**src/rtl/ospfb_frame_sink_pkg.sv**
```systemverilog
// Shared defaults and state encodings for the OSPFB frame sink.
package ospfb_pkg;
   localparam int WIDTH_DEF     = 16;
   localparam int FFT_LEN_DEF   = 32;
   localparam int TUSER_WID_DEF = 8;

   typedef enum logic {FREE = 1'b0, FULL = 1'b1} bank_state_t;
   typedef enum logic {FILL = 1'b0, SYNC = 1'b1} wr_state_t;
endpackage

```
**src/rtl/ospfb_frame_sink_if.sv**
```systemverilog
// AXI-Stream style bin stream from the FFT into the frame sink.
interface ospfb_frame_sink_if
   import ospfb_pkg::*;
#(
   parameter int WIDTH     = WIDTH_DEF,
   parameter int TUSER_WID = TUSER_WID_DEF
) ();
   logic [2*WIDTH-1:0]   tdata;
   logic                 tvalid;
   logic                 tready;
   logic                 tlast;
   logic [TUSER_WID-1:0] tuser;

   modport master (output tdata, tvalid, tlast, tuser, input tready);
   modport slave  (input tdata, tvalid, tlast, tuser, output tready);
endinterface

```
**src/rtl/ospfb_frame_sink_ram.sv**
```systemverilog
// Simple dual-port RAM holding both frame banks; address MSB selects the bank.
module frame_bank_ram #(
   parameter int DW = 32,
   parameter int AW = 6
) (
   input  logic          clk,
   input  logic          rst,
   input  logic          we,
   input  logic [AW-1:0] waddr,
   input  logic [DW-1:0] wdata,
   input  logic          re,
   input  logic [AW-1:0] raddr,
   output logic [DW-1:0] rdata
);
   logic [DW-1:0] mem [0:(1<<AW)-1];

   always_ff @(posedge clk) begin
      if (we) mem[waddr] <= wdata;
   end

   // Only the read register is reset; array contents survive rst.
   always_ff @(posedge clk) begin
      if (rst)     rdata <= '0;
      else if (re) rdata <= mem[raddr];
   end
endmodule

```
**src/rtl/ospfb_frame_sink.sv**
```systemverilog
// Ping-pong frame sink for OSPFB FFT bins with framing checks.
// Define OSPFB_FRAME_SINK_TUSER_CHECK_EN to check tuser bin index against position.
module ospfb_frame_sink
   import ospfb_pkg::*;
#(
   parameter int WIDTH     = WIDTH_DEF,
   parameter int FFT_LEN   = FFT_LEN_DEF,
   parameter int TUSER_WID = TUSER_WID_DEF
) (
   input  logic                       clk,
   input  logic                       rst,
   ospfb_frame_sink_if.slave          s_axis,
   output logic                       frame_ready,
   input  logic                       rd_en,
   input  logic [$clog2(FFT_LEN)-1:0] rd_addr,
   output logic [2*WIDTH-1:0]         rd_data,
   output logic                       rd_valid,
   input  logic                       frame_ack,
   output logic [31:0]                frame_cnt,
   output logic                       err_tuser,
   output logic                       err_tlast_unexpected,
   output logic                       err_tlast_missing,
   output logic                       err_drop
);
   localparam int              IDXW     = $clog2(FFT_LEN);
   localparam logic [IDXW-1:0] IDX_LAST = IDXW'(FFT_LEN - 1);

   wr_state_t       state, state_nxt;
   logic [IDXW-1:0] idx, idx_nxt;
   bank_state_t     bank_state [2];
   logic            wr_bank, rd_bank;
   logic            beat, wr_en, frame_done, ack_ok, tuser_bad;
   logic            e_tuser, e_unexp, e_missing, e_drop;
   logic            unused_tuser;

   assign s_axis.tready = ~rst;
   assign beat          = s_axis.tvalid & s_axis.tready;
   // Completions and acks both alternate banks, so rd_bank is always the oldest FULL one.
   assign frame_ready   = (bank_state[rd_bank] == FULL);
   assign ack_ok        = frame_ack & frame_ready;
   assign unused_tuser  = ^s_axis.tuser;

`ifdef OSPFB_FRAME_SINK_TUSER_CHECK_EN
   assign tuser_bad = (s_axis.tuser[IDXW-1:0] != idx);
`else
   assign tuser_bad = 1'b0;
`endif

   always_comb begin
      state_nxt  = state;
      idx_nxt    = idx;
      wr_en      = 1'b0;
      frame_done = 1'b0;
      e_tuser    = 1'b0;
      e_unexp    = 1'b0;
      e_missing  = 1'b0;
      e_drop     = 1'b0;
      if (beat) begin
         if (state == FILL) begin
            if (idx == '0 && bank_state[wr_bank] == FULL) begin
               e_drop    = 1'b1;
               state_nxt = SYNC;
            end else if (tuser_bad) begin
               e_tuser   = 1'b1;
               idx_nxt   = '0;
               state_nxt = SYNC;
            end else if (s_axis.tlast && idx != IDX_LAST) begin
               e_unexp = 1'b1;
               idx_nxt = '0;
            end else if (!s_axis.tlast && idx == IDX_LAST) begin
               e_missing = 1'b1;
               idx_nxt   = '0;
               state_nxt = SYNC;
            end else begin
               wr_en = 1'b1;
               if (idx == IDX_LAST) begin
                  frame_done = 1'b1;
                  idx_nxt    = '0;
               end else begin
                  idx_nxt = idx + 1'b1;
               end
            end
         end else if (s_axis.tlast) begin
            state_nxt = FILL;
            idx_nxt   = '0;
         end
      end
   end

   always_ff @(posedge clk) begin
      if (rst) begin
         state                <= FILL;
         idx                  <= '0;
         bank_state[0]        <= FREE;
         bank_state[1]        <= FREE;
         wr_bank              <= 1'b0;
         rd_bank              <= 1'b0;
         frame_cnt            <= '0;
         rd_valid             <= 1'b0;
         err_tuser            <= 1'b0;
         err_tlast_unexpected <= 1'b0;
         err_tlast_missing    <= 1'b0;
         err_drop             <= 1'b0;
      end else begin
         state <= state_nxt;
         idx   <= idx_nxt;
         // wr_bank differs from rd_bank whenever an ack is honoured, so both may land together.
         if (frame_done) begin
            bank_state[wr_bank] <= FULL;
            wr_bank             <= ~wr_bank;
            frame_cnt           <= frame_cnt + 32'd1;
         end
         if (ack_ok) begin
            bank_state[rd_bank] <= FREE;
            rd_bank             <= ~rd_bank;
         end
         rd_valid             <= rd_en & frame_ready;
         err_tuser            <= e_tuser;
         err_tlast_unexpected <= e_unexp;
         err_tlast_missing    <= e_missing;
         err_drop             <= e_drop;
      end
   end

   frame_bank_ram #(.DW(2*WIDTH), .AW(IDXW+1)) u_ram (
      .clk   (clk),
      .rst   (rst),
      .we    (wr_en),
      .waddr ({wr_bank, idx}),
      .wdata (s_axis.tdata),
      .re    (rd_en & frame_ready),
      .raddr ({rd_bank, rd_addr}),
      .rdata (rd_data)
   );
endmodule
```
**src/flat_wrapper.sv**
```systemverilog
// flat-port wrapper written by rule: the top's interface ports become plain ports
module ospfb_frame_sink_flat import ospfb_pkg::*;
#(
   parameter int WIDTH     = WIDTH_DEF,
   parameter int FFT_LEN   = FFT_LEN_DEF,
   parameter int TUSER_WID = TUSER_WID_DEF
)
  (clk, rst, frame_ready, rd_en, rd_addr, rd_data, rd_valid, frame_ack, frame_cnt, err_tuser, err_tlast_unexpected, err_tlast_missing, err_drop, s_axis_tdata, s_axis_tvalid, s_axis_tlast, s_axis_tuser, s_axis_tready);
  ospfb_frame_sink_if #(.WIDTH(WIDTH), .TUSER_WID(TUSER_WID)) s_axis_i ();
  input  logic clk;
  input  logic rst;
  output logic frame_ready;
  input  logic rd_en;
  input  logic [$clog2(FFT_LEN)-1:0] rd_addr;
  output logic [2*WIDTH-1:0] rd_data;
  output logic rd_valid;
  input  logic frame_ack;
  output logic [31:0] frame_cnt;
  output logic err_tuser;
  output logic err_tlast_unexpected;
  output logic err_tlast_missing;
  output logic err_drop;
  input wire logic [$bits(s_axis_i.tdata)-1:0] s_axis_tdata;
  input wire logic [$bits(s_axis_i.tvalid)-1:0] s_axis_tvalid;
  input wire logic [$bits(s_axis_i.tlast)-1:0] s_axis_tlast;
  input wire logic [$bits(s_axis_i.tuser)-1:0] s_axis_tuser;
  output wire logic [$bits(s_axis_i.tready)-1:0] s_axis_tready;
  assign s_axis_i.tdata = s_axis_tdata;
  assign s_axis_i.tvalid = s_axis_tvalid;
  assign s_axis_i.tlast = s_axis_tlast;
  assign s_axis_i.tuser = s_axis_tuser;
  assign s_axis_tready = s_axis_i.tready;
  ospfb_frame_sink #(.WIDTH(WIDTH), .FFT_LEN(FFT_LEN), .TUSER_WID(TUSER_WID)) u_core (.clk(clk), .rst(rst), .s_axis(s_axis_i), .frame_ready(frame_ready), .rd_en(rd_en), .rd_addr(rd_addr), .rd_data(rd_data), .rd_valid(rd_valid), .frame_ack(frame_ack), .frame_cnt(frame_cnt), .err_tuser(err_tuser), .err_tlast_unexpected(err_tlast_unexpected), .err_tlast_missing(err_tlast_missing), .err_drop(err_drop));
endmodule
```
**config.mk**
```make
export PLATFORM = sky130hd
export DESIGN_NAME = ospfb_frame_sink_flat
export DESIGN_NICKNAME = d
export VERILOG_FILES = /design/src/rtl/ospfb_frame_sink_pkg.sv /design/src/rtl/ospfb_frame_sink_if.sv /design/src/rtl/ospfb_frame_sink_ram.sv /design/src/rtl/ospfb_frame_sink.sv /design/src/flat_wrapper.sv
export SDC_FILE = /design/constraint.sdc
export NUM_CORES = 2
export LEC_CHECK = 0
export ABC_AREA = 0
export CORE_MARGIN = 2
export CORE_UTILIZATION = 55
export CTS_CLUSTER_SIZE = 14
export DETAILED_ROUTE_END_ITERATION = 10
export GPL_TIMING_DRIVEN = 0
export PLACE_DENSITY = 0.71
export SYNTH_ARGS = -nofsm -noshare
export SYNTH_HDL_FRONTEND = slang
export SYNTH_SLANG_ARGS = --single-unit
```
**constraint.sdc**
```tcl
create_clock -name clk -period 4.41 [get_ports clk]
set_clock_uncertainty 0.05 [all_clocks]
set_input_delay 0.882 -clock clk [delete_from_list [all_inputs] [get_ports clk]]
set_output_delay 0.882 -clock clk [all_outputs]
set_load 0.1 [all_outputs]
```
# Word-level counts from Yosys, hierarchy flattened
# Memory sizes are Yosys's and may differ from the RTL's. A register that Yosys moved wholly into a read port is not among the register bits.
# Cells that the tools add are included.
[word_totals] wordCells=78 out_inout_bits=71 ram_bits=2050 mem_count=2 reg_bits=44
[op_classes] reduce_logical=10 n_eq_ne=4 n_addsub=2 bitwise_logic=7 mux=44
[memory_table] name="u_core.u_ram.mem" depth=64 word_bits=32 read_ports=1 rd_ports_with_merged_regs=1 write_ports=1 line_no="ospfb_frame_sink_ram.sv:15" text="logic [DW-1:0] mem [0:(1<<AW)-1];"
[memory_table] name="u_core.bank_state" depth=2 word_bits=1 read_ports=2 rd_ports_with_merged_regs=2 write_ports=2 line_no="ospfb_frame_sink.sv:30" text="bank_state_t bank_state [2];"
[op_table] op="1-bit 2-to-1 mux" count=38
[op_table] op="32-bit by 1-bit adder with 32-bit output (second input constant)" count=1
[op_table] op="5-bit 2-to-1 mux" count=6
[op_table] op="5-bit by 1-bit adder with 5-bit output (second input constant)" count=1
[op_table] op="5-bit == test (second input constant)" count=1
[op_table] op="5-bit zero test" count=1
[op_table] op="5-bit inequality test (second input constant)" count=1
[op_table] op="1-bit NOT" count=4
[op_table] op="4-bit OR reduction" count=1
[op_table] op="1-bit bitwise AND" count=3
[op_table] op="1-bit logical AND" count=3
[op_table] op="3-bit AND reduction" count=1
[op_table] op="3-bit OR reduction" count=1
[op_table] op="2-bit by 1-bit inequality test with 1-bit output (second input constant)" count=1
[op_table] op="2-bit inequality test (second input constant)" count=1
[op_table] op="1-bit OR reduction" count=2
[op_table] op="1-bit zero test" count=1

# Longest topological paths before layout
[depth] word_depth=12 depth_mapped=9

# By module
# From an unflattened synthesis, not the netlist that was laid out.
[unflattened] hier_cells=3986 hier_area_um2=82108.7
[by_module_without_submodules] mod="frame_bank_ram" area_each_um2=79590.1 n_inst=1 cells_per_inst=3710 seq_area_each_um2=62139.6
[by_module_without_submodules] mod="ospfb_frame_sink" area_each_um2=2518.7 n_inst=1 cells_per_inst=276 seq_area_each_um2=960.9

# Worst setup path after synthesis
# OpenSTA, ideal clock, no wires.
[synth_path] path_type="input port to flip-flop" startpoint="in rst" endpoint="mem u_core.u_ram.mem[13][0], enable pin" required_ps=3939 setup_slack_ps=510 arrival_ps=3429 path_stages=6 cell_sequence="clkbuf_1 > nor2b_1 > o21ai_0 > nor3b_1 > nand3_1 > nor2_1"
[synth_between] elab_chain_len=5
[synth_lines] item="from (decl)" line_no="flat_wrapper.sv:11" text="input logic rst;"
[synth_lines] item="1-bit NOT" line_no="ospfb_frame_sink.sv:36" text="assign s_axis.tready = ~rst;"
[synth_lines] item="1-bit bitwise AND" line_no="ospfb_frame_sink.sv:37" text="assign beat = s_axis.tvalid & s_axis.tready;"
[synth_lines] item="1-bit 2-to-1 mux" line_no="ospfb_frame_sink.sv:58" text="if (beat) begin"
[synth_lines] item="1-bit 2-to-1 mux" line_no="ospfb_frame_sink_ram.sv:18" text="if (we) mem[waddr] <= wdata;"
[synth_lines] item="1-bit 2-to-1 mux (not written as such)" line_no="ospfb_frame_sink_ram.sv:18"
[synth_lines] item="to (decl)" line_no="ospfb_frame_sink_ram.sv:15"
# Every way passes these cells.

# Worst setup path in the final report
[layout_path] startpoint="reg u_core.idx[0]" endpoint="mem u_core.u_ram.mem[28][29], enable pin"
[layout_between] elab_chain_len=9
[layout_lines] item="from (decl)" line_no="ospfb_frame_sink.sv:29" text="logic [IDXW-1:0] idx, idx_nxt;"
[layout_lines] item="from (signal assigned)" line_no="ospfb_frame_sink.sv:106" text="idx <= idx_nxt;"
[layout_lines] item="5-bit == test" line_no="ospfb_frame_sink.sv:70" text="end else if (!s_axis.tlast && idx == IDX_LAST) begin"
[layout_lines] item="1-bit logical AND" line_no="ospfb_frame_sink.sv:70"
[layout_lines] item="1-bit 2-to-1 mux" line_no="ospfb_frame_sink.sv:70"
[layout_lines] item="1-bit 2-to-1 mux" line_no="ospfb_frame_sink.sv:67" text="end else if (s_axis.tlast && idx != IDX_LAST) begin"
[layout_lines] item="1-bit 2-to-1 mux" line_no="ospfb_frame_sink.sv:60" text="if (idx == '0 && bank_state[wr_bank] == FULL) begin"
[layout_lines] item="1-bit 2-to-1 mux" line_no="ospfb_frame_sink.sv:59" text="if (state == FILL) begin"
[layout_lines] item="1-bit 2-to-1 mux" line_no="ospfb_frame_sink.sv:58"
[layout_lines] item="1-bit 2-to-1 mux" line_no="ospfb_frame_sink_ram.sv:18"
[layout_lines] item="1-bit 2-to-1 mux (not written as such)" line_no="ospfb_frame_sink_ram.sv:18"
# Several ways; a longest one is shown, not always the timed one.

==> impl_metrics.csv <==
group,metric,value,unit
sta,layout_setup_ws,-0.0916,ns
grt,grt_pass1_vias,40600,
placement,gp_congestion,0.880,
synth,synth_ff_type,"edfxtp_1",
detailed_routing,wl_per_cell,34.0,um
outcome,status,"finished, violations left",
sta,slew_headroom,0.0872,
power,swShare,0.208,
cts,cts_root_buf,"clkbuf_16",
outcome,violations,"setup timing",
synth,synthTopCellsByArea,"edfxtp_1, mux4_2, mux2i_1, dfxtp_1, a22oi_1",
grt,grtUsageTotal,0.283,
cts,cts.sinks,2128,
cts,cts_inserted_buffers,200,
placement,io_buffers,110,
synth,ys_warn_count,0,
worst_setup_path,worstPathArrival,4.96,ns
worst_setup_path,crit_fanout,17,
synth,ys_ff_latch,2128,
grt,grt_pass1_wl,298000,um
flow_run,maxCapViolations,0,
sta,maxSlewViolCount,0,
synth,yosysSeqAreaShare,0.781,
layout,drive_gt1_frac,0.249,
synth,synth.largest_area_cell,"edfxtp_1",
power,total_power,40.5,mW
floorplan,die_x,387,um
power,internal-power,32.1,mW
synth,syn_area,80800,um2
worst_setup_path,path_class,"reg -> reg",
layout,final_common_cell,"edfxtp_1",
power,powerDensity,433,nW/um2
synth,syn-num-nets,3763,
synth,synth_cell_type_count,57,
power,seqPwrFrac,0.547,
detailed_routing,drc,0,
sta,finalHoldViolCount,0,
power,p_sw,8.43,mW
cts,clk_latency,0.83,ns
sta,tightestPinTransition,1.37,ns
detailed_routing,dr.pass1.iters,8,
grt,gr-total-overflow,0,
worst_setup_path,end_kind,"flop",
synth,syn_inst,3707,
power,ir_drop,0.388,mV
sta,finalSetupViolCount,292,
floorplan,io_pins,122,
grt,grt_max_degree,65,
sta,min_period,4.50,ns
layout,final_nets,4216,
sta,fin_crit_sh,1.02,
worst_setup_path,critPathLaunchType,"flop",
floorplan,dieArea,150000,um2
cts,cts.htree.levels,4,
cts,cts_tree,"yes",
detailed_routing,first_iter_violations,6023,
cts,clockBufferDepth,3,
worst_setup_path,crit_required,4.87,ns
placement,place_ws,-1.24,ns
power,pwr-share-comb,0.044,
floorplan,num_rows,140,
cts,clk_pin_slew_worst_paths,0.06,ns
detailed_routing,viasPerCell,6.62,
detailed_routing,wl,213000,um
floorplan,die_y,387,um
sta,max_freq,0.222,GHz
power,p_leak,29.4,nW
synth,synth_top_area_share,0.761,
synth,synth_edf_count,2048,
synth,ys_async_sr_fraction,0,
sta,rsz0062_at_grt,"true",
layout,final_cell_mix,"edfxtp_1, mux4_2, clkbuf_16",
min_path,hold_class,"in -> reg",
layout,fill_cells,9428,
floorplan,initial_core_util,0.554,
synth,syn_avg_cell_area,21.8,um2
detailed_routing,dr_total_vias,41300,
layout,areaGrowthSynthToFinish,16.0,%
floorplan,coreArea,146000,um2
grt,antenna_found_initial,12,
power,clockPowerShare,0.409,
placement,hpwlAfterDp,143000,um
detailed_routing,ant_nets,0,
-- worst paths after layout --
check | start | to | slack (ns) | cells after the start
setup reg to reg | u_core.idx[0] | u_core.u_ram.mem[28][29] | -0.09 | 8
hold / removal | s_axis_tdata[9] | u_core.u_ram.mem[32][9] | 0.38 | 1
setup / recovery | u_core.idx[0] | u_core.u_ram.mem[28][29] | -0.09 | 8
hold reg to reg | u_core.rd_bank | u_core.bank_state[1] | 0.46 | 1
-- critical path: stages (launching register included) --
cell	delay, ns
dfxtp_1	0.61
inv_1	0.30
ha_1	0.26
or4b_4	0.23
o21ai_0	0.21
nor3b_2	0.70
nand2_1	0.80
nor2_4	0.77
buf_16	0.25
-- power by group through the flow --
stage	logic, mW	registers (mW)	clock network (mW)
CTS	1.77	22.1	16.7
detailed placement	1.76	22.6	0
finish	1.79	22.1	16.6
global placement	1.66	22.6	0
floorplan	0.875	22.6	0
global route	1.87	22.1	17.5
-- what timing repair did --
action | in CTS | in global routing
resized for setup | 5 | 1
endpoints found under the setup margin | 1887 | 330
pin swaps | 6 | 14
hold buffers | 0 | 0
setup buffers | 12 | 32
-- Yosys cell counts (all sizes together) (30+ instances only) --
master and number:
a22oi 187, nand2 86, nand4 41, mux4 449
mux2i 190, o211ai 33, buf 101, clkbuf 106
edfxtp 2048, mux2 33, a32oi 30, dfxtp 80
o2111ai 31, nor2 105
-- metrics by stage --
stage                     utilization  TNS [ns]  std cells  area [um2]  hold WS (ns)
final                           0.643     -8.23       6247       93600         0.378
after global routing            0.643     -4.40       6243       93600         0.364
after CTS                       0.639         0       6207       93200         0.331
after detailed placement        0.595  -1457.64       5830       86700         0.438
after global placement          0.578  -4806.29       5734       84300         0.425
after floorplan                     -         0       3707       80800         0.397
-- flip-flops by register name, summed over array words and instances, names as in the netlist, named ones only --
register / count
u_core.bank_state: 2
u_core.rd_bank: 1
u_core.u_ram.rdata: 32
u_core.rd_valid: 1
u_core.err_tlast_missing: 1
u_core.idx: 5
u_core.state: 1
u_core.wr_bank: 1
u_core.u_ram.mem: 2048
u_core.frame_cnt: 32
u_core.err_drop: 1
u_core.err_tlast_unexpected: 1
-- cell families (layout without fill, tap and decap cells) --
family | Yosys count | after routing | synth area share
multiplexers | 672 | 672 | 0.153
adder cells (fa/ha/maj) | 5 | 5 | 0.000775
AND/OR/NAND/NOR | 327 | 327 | 0.0199
AO/OA/AOI/OAI | 330 | 330 | 0.0307
flip-flops | 2128 | 2128 | 0.781
buffers and inverters | 223 | 839 | 0.0116
other | 1 | 8 | 0.0000464
XOR/XNOR | 21 | 21 | 0.00228
-- layout make-up --
cell class                 instances  area [um2]  share of cell area
multi-input combinational       1356       17200               0.184
clock buffer                     263        5420              0.0579
clock inverter                   102         822             0.00878
antenna                            7        17.5            0.000187
timing repair buffer             251        3710              0.0396
sequential                      2128       63100               0.674
inverter                          16        60.1            0.000641
tap                             1917        2400              0.0256
buffer                           207         878             0.00938
-- metal layers --
metal  GRT usage  wire length, um  up-vias
li1            -                -    16600
met1       0.405            79400    21600
met2       0.412            95800     2702
met3      0.0911            28900      373
met4       0.105             8270        6
met5     0.00766              181        -
Note: power is estimated with default switching activity, not from simulation.
